<file path="src/rtl/regfile_access_master.sv">
`default_nettype none
// ============================================================================
// Module   : regfile_access_master
// Brief    : Command-driven initiator for the 32x32 register file: single-word
//            writes and burst reads with a backpressured response channel.
// Revision : 1.0 - initial release
// ============================================================================
module regfile_access_master #(
  parameter int   RD_LAT    = 1,
  parameter logic SCRIBBLE  = 1'b0,
  parameter logic INTERPRET = 1'b1
) (
  input  logic        clk,
  input  logic        reset,
  input  logic        cmd_valid,
  output logic        cmd_ready,
  input  logic        cmd_write,
  input  logic [4:0]  cmd_addr,
  input  logic [5:0]  cmd_len,
  input  logic [31:0] cmd_wdata,
  output logic        rsp_valid,
  input  logic        rsp_ready,
  output logic [31:0] rsp_data,
  output logic [4:0]  rsp_addr,
  output logic        rsp_last,
  output logic        rf_write_enable,
  output logic        rf_mode,
  output logic [4:0]  rf_address,
  output logic [31:0] rf_data_in,
  input  logic [31:0] rf_data_out,
  output logic        busy
);

  localparam logic [2:0] c_IDLE     = 3'd0;
  localparam logic [2:0] c_WR       = 3'd1;
  localparam logic [2:0] c_RD_ISSUE = 3'd2;
  localparam logic [2:0] c_RD_WAIT  = 3'd3;
  localparam logic [2:0] c_RD_RESP  = 3'd4;

  localparam logic [2:0] c_WAIT_INIT = 3'(RD_LAT);

  logic [2:0] r_state;
  logic [2:0] w_next_state;
  logic [5:0] r_remaining;
  logic [2:0] r_wait_cnt;

  logic w_accept;
  logic w_rsp_hs;
  logic w_capture;
  logic w_rf_we_nxt;

  // State register
  always_ff @(posedge clk or posedge reset) begin
    if (reset) begin
      r_state <= c_IDLE;
    end else begin
      r_state <= w_next_state;
    end
  end

  // Next-state logic
  always_comb begin
    w_next_state = r_state;
    case (r_state)
      c_IDLE: begin
        if (cmd_valid) begin
          w_next_state = cmd_write ? c_WR : c_RD_ISSUE;
        end
      end
      c_WR:       w_next_state = c_IDLE;
      c_RD_ISSUE: w_next_state = c_RD_WAIT;
      c_RD_WAIT: begin
        if (r_wait_cnt == 3'd1) begin
          w_next_state = c_RD_RESP;
        end
      end
      c_RD_RESP: begin
        if (rsp_ready) begin
          w_next_state = rsp_last ? c_IDLE : c_RD_ISSUE;
        end
      end
      default:    w_next_state = c_IDLE;
    endcase
  end

  // Output / control decode
  always_comb begin
    cmd_ready   = (r_state == c_IDLE);
    busy        = (r_state != c_IDLE);
    w_accept    = cmd_valid && (r_state == c_IDLE);
    w_rsp_hs    = rsp_valid && rsp_ready;
    w_capture   = (r_state == c_RD_WAIT) && (r_wait_cnt == 3'd1);
    // Register-file strobes are registered from the next state so they line
    // up exactly with the WR cycle.
    w_rf_we_nxt = (w_next_state == c_WR);
  end

  // rf_address doubles as the current burst address.
  always_ff @(posedge clk or posedge reset) begin
    if (reset) begin
      rf_write_enable <= 1'b0;
      rf_mode         <= INTERPRET;
      rf_address      <= 5'd0;
      rf_data_in      <= 32'd0;
      r_remaining     <= 6'd0;
      r_wait_cnt      <= 3'd0;
      rsp_valid       <= 1'b0;
      rsp_data        <= 32'd0;
      rsp_addr        <= 5'd0;
      rsp_last        <= 1'b0;
    end else begin
      rf_write_enable <= w_rf_we_nxt;
      rf_mode         <= w_rf_we_nxt ? SCRIBBLE : INTERPRET;

      if (w_accept) begin
        rf_address <= cmd_addr;
        if (cmd_write) begin
          rf_data_in <= cmd_wdata;
        end else begin
          r_remaining <= (cmd_len == 6'd0) ? 6'd32 : cmd_len;
        end
      end else if (w_rsp_hs) begin
        rf_address  <= rf_address + 5'd1;
        r_remaining <= r_remaining - 6'd1;
      end

      if (r_state == c_RD_ISSUE) begin
        r_wait_cnt <= c_WAIT_INIT;
      end else if (r_state == c_RD_WAIT) begin
        r_wait_cnt <= r_wait_cnt - 3'd1;
      end

      if (w_capture) begin
        rsp_valid <= 1'b1;
        rsp_data  <= rf_data_out;
        rsp_addr  <= rf_address;
        rsp_last  <= (r_remaining == 6'd1);
      end else if (w_rsp_hs) begin
        rsp_valid <= 1'b0;
      end
    end
  end

endmodule
`default_nettype wire

</file>
<file path="config.mk">
export PLATFORM = sky130hd
export DESIGN_NAME = regfile_access_master
export DESIGN_NICKNAME = d
export VERILOG_FILES = /design/src/rtl/regfile_access_master.sv
export SDC_FILE = /design/constraint.sdc
export NUM_CORES = 1
export LEC_CHECK = 0
export ABC_AREA = 1
export CORE_ASPECT_RATIO = 0.8
export CORE_MARGIN = 2
export CORE_UTILIZATION = 35
export CTS_BUF_LIST = sky130_fd_sc_hd__clkbuf_16
export DETAILED_ROUTE_END_ITERATION = 16
export HOLD_SLACK_MARGIN = 0.02
export PLACE_DENSITY = 0.65
export SLEW_MARGIN = 20
export SYNTH_ARGS = -nofsm -noshare
export SYNTH_HDL_FRONTEND = slang
export SYNTH_SLANG_ARGS = --single-unit
</file>
<file path="constraint.sdc">
create_clock -name clk -period 9.1 [get_ports clk]
set_input_delay 1.82 -clock clk [delete_from_list [all_inputs] [get_ports clk]]
set_output_delay 1.82 -clock clk [all_outputs]
set_load 0.01 [all_outputs]
</file>
==> impl_metrics.ini <==
[route]
post-route-drc-count = 0
dr.first_iter.drc_count = 241
post_drt_wl_per_cell_um = 12.3
routed-via-count = 3374
post_drt_via_cell_ratio = 4.45
drt-total-wl_um = 9350
antenna_left = 0
detail_route.first_pass.iterations = 4

[critical_path]
cp_data_required_time_ns = 9.32
startpoint_type = primary input
cp_max_fo = 34
cp_slowest_cell = nor2_4
path_cells = clkdlybuf4s50_1, nand3_4, nor2_4, inv_2, nand2_1, nand2_1
family_with_the_most_delay_on_the_worst_path = simple AND/OR/NAND/NOR gates
worst-setup-path-type = primary input to flop
worst-endpoint-arrival_ns = 3.84
path_buf_inv = 2
cp-end-kind = flop
timing.critical_path.slowest_cell_delay_ns = 0.61
worst_path_most_repeated_cell = nand2_1

[clock_network]
clock_path_buffers = 2
numClockSinks = 90
ctsHtreeMaxLevel = 3
clock-root-buffer = clkbuf_16
cts_hold_buffers = 0
clkSlewWorstSetupHoldPaths_ns = 0.06
cts_setup_buffers = 0
cts_buffers = 9
worstSkewPairLatency_ns = 0.33
tritoncts_clock_tree = built
ctsResizeCount = 0

[outcome]
outcome = complete, no violations

[grt]
grt_max_degree = 91
grt_use_met1_pct = 21.8
number_of_antenna_violations_at_the_first_check_in_global_routing = 0
grt_util_all_layers_pct = 16.4
grt_pass1_vias = 3395
met2_usage_pct = 25.2
grt.overflow.total = 0
grt_pass1_wl_um = 15700
met3_resource_use_gr_pct = 6.07
global_route.peak_usage_layer = met2

[timing]
fin_worst_skew_ns = 0.00683
setup-tns-final_ns = 0
max-slew-margin-rel_pct = 47.3
post-route-period-util_pct = 39.7
max_freq_mhz = 277
hold_viol_final = 0
worst_slew_pin_slew_ns = 0.790
period_needed_ns = 3.62
grt_setup_unrepaired = no
maxSlewViolCount = 0
report.final.setup_viol = 0
finalHoldWorstSlack_ns = 0.468

[pwr]
power_mw = 1.94
power_switching_share_pct = 35.9
clock_power_share_pct = 18.3
pd_cells_mw_per_mm2 = 332
internal_power_mw = 1.24
total_leakage_power_nw = 2.87
switching_power_mw = 0.696
pwr-share-comb_pct = 45.0
pwr-share-seq_pct = 36.7
ir_drop_mv = 0.140

[layout]
fraction_of_final_layout_cells_with_drive_strength_greater_than_1_pct = 4.88
syn_to_final_growth_pct = 50.5
nNetsFinal = 695
diodes = 0

[floorplan]
std_cell_rows = 34
fp.coreArea_mm2 = 0.0108
initial_utilization_pct = 35.7
die_width_um = 122
pin_count = 160
floorplan.die_area_mm2 = 0.0119
die_h_um = 98.1

[place]
dp_hpwl_um = 6670
finalWeightedCongestion = 0.794
place.port_buffers = 159

[logic_synthesis]
yosys_warnings = 0
synthesis.nets = 539
combined_area_of_all_synthesized_cells_mm2 = 0.00387
seq_area_frac_synth_pct = 58.2
synth_cell_types = 25
syn_avg_cell_area_um2 = 8.53
synthesis.instances = 454
yosys_register_bits = 90

[flow_run]
maxCapViolations = 0

[hold_path]
hp-class = flop to flop
[cells in the mapped netlist]
cell type | number | area [µm²]
inv_4 | 1 | 6.26
buf_6 | 5 | 56.3
dfrtp_1 | 89 | 2230
inv_1 | 26 | 97.6
nand2_1 | 255 | 957
nand4_1 | 4 | 25.0
o21ai_0 | 14 | 70.1
buf_4 | 5 | 37.5
inv_2 | 2 | 7.51
nor2_4 | 3 | 33.8
nand3_1 | 11 | 55.1
xnor2_1 | 1 | 8.76
o22ai_1 | 2 | 12.5
nor2_1 | 12 | 45.0
dfstp_2 | 1 | 26.3
nor2_8 | 1 | 20.0
o211ai_1 | 1 | 7.51
ha_1 | 5 | 62.6
nand3_4 | 1 | 17.5
buf_2 | 5 | 25.0
clkinv_1 | 1 | 3.75
o21ai_1 | 2 | 10.0
a21oi_1 | 1 | 5.00
o21ai_2 | 5 | 43.8
nand2_4 | 1 | 11.3
[cells by family after synthesis]
| logic type | synth area share [%] |
|---|---|
| xor gates and xnor gates | 0.226 |
| DFF | 58.2 |
| and+or+nand+nor | 30.1 |
| adders and majority gates | 1.62 |
| buffers and inverters | 6.04 |
| AOI/OAI and AO/OA | 3.84 |
[final cells by class]
type                       count  area, µm²
multi-input combinational    319       1390
clock buffer                   9        225
clock inverter                 7       63.8
tap                          144        180
inverter                      30        116
sequential                    90       2250
timing repair buffer         160       1600
fill                        1001       5020
[layer usage]
layer	vias up	part of all wire, %
met5	-	0
met1	1527	46
met2	144	43
li1	1695	-
met3	8	9.5
met4	0	1.1
[final timing paths]
check / to / slack (ns) / start / cells after the start
setup / recovery: rf_data_in[28]$_DFFE_PP0P_ / 5.48 / cmd_valid / 6
hold / removal: rsp_data[28]$_DFFE_PP0P_ / 0.47 / rsp_data[28]$_DFFE_PP0P_ / 2
setup reg to reg: rf_data_in[28]$_DFFE_PP0P_ / 6.87 / r_state[0]$_DFF_PP0_ / 6
hold reg to reg: rsp_data[28]$_DFFE_PP0P_ / 0.47 / rsp_data[28]$_DFFE_PP0P_ / 2
max in group asynchronous: rsp_data[7]$_DFFE_PP0P_ / 6.53 / reset / 3
min in group asynchronous: rf_data_in[2]$_DFFE_PP0P_ / 2.04 / reset / 3
[worst reg2reg max path: cells and delay by family (launching register included)]
kind	cells	cell delay, ns
flops	1	0.45
buf+inv	1	0.44
simple gates	5	1.24
[per-stage QoR]
| step | utilization, % | setup slack (ns) | cell area [µm²] | cells |
|---|---|---|---|---|
| global route | 53.7 | 5.25 | 5830 | 759 |
| CTS | 53.7 | 5.46 | 5830 | 759 |
| global placement | 51.0 | 5.15 | 5530 | 743 |
| floorplan | - | 4.95 | 3870 | 454 |
| detailed placement | 51.0 | 5.11 | 5540 | 743 |
| finish | 53.7 | 5.48 | 5830 | 759 |
[placed cells by master, fill, tap and decap left out]
master and n:
clkinv_1 1, nand2_4 1, nand3_1 11, clkdlybuf4s50_1 159
a21oi_1 1, o21ai_2 5, nand2_1 255, ha_1 5
dfstp_2 1, nor2_8 1, clkinvlp_4 3, nand3_4 1
o21ai_1 2, nor2_1 12, bufinv_16 1, inv_1 28
o22ai_1 2, buf_6 1, o211ai_1 1, clkinv_2 1
inv_2 2, clkbuf_16 9, o21ai_0 14, nand4_1 4
dfrtp_1 89, xnor2_1 1, nor2_4 3, inv_4 1
[power groups by stage]
stage	clock network, mW	registers [mW]	logic, mW
2_1_floorplan	0	0.773	0.371
3_3_place_gp	0	0.711	0.865
3_5_place_dp	0	0.712	0.883
4_1_cts	0.368	0.712	0.883
5_1_grt	0.385	0.735	0.978
6_report	0.354	0.710	0.872
[state kept, by name, summed over array words and instances, names as in the netlist]
name,flops
rf_address,5
rf_write_enable,1
r_state,3
rsp_addr,5
rsp_last,1
r_remaining,6
r_wait_cnt,3
rf_mode,1
rf_data_in,32
rsp_data,32
rsp_valid,1
No activity file was read; power rests on OpenSTA's default activity.
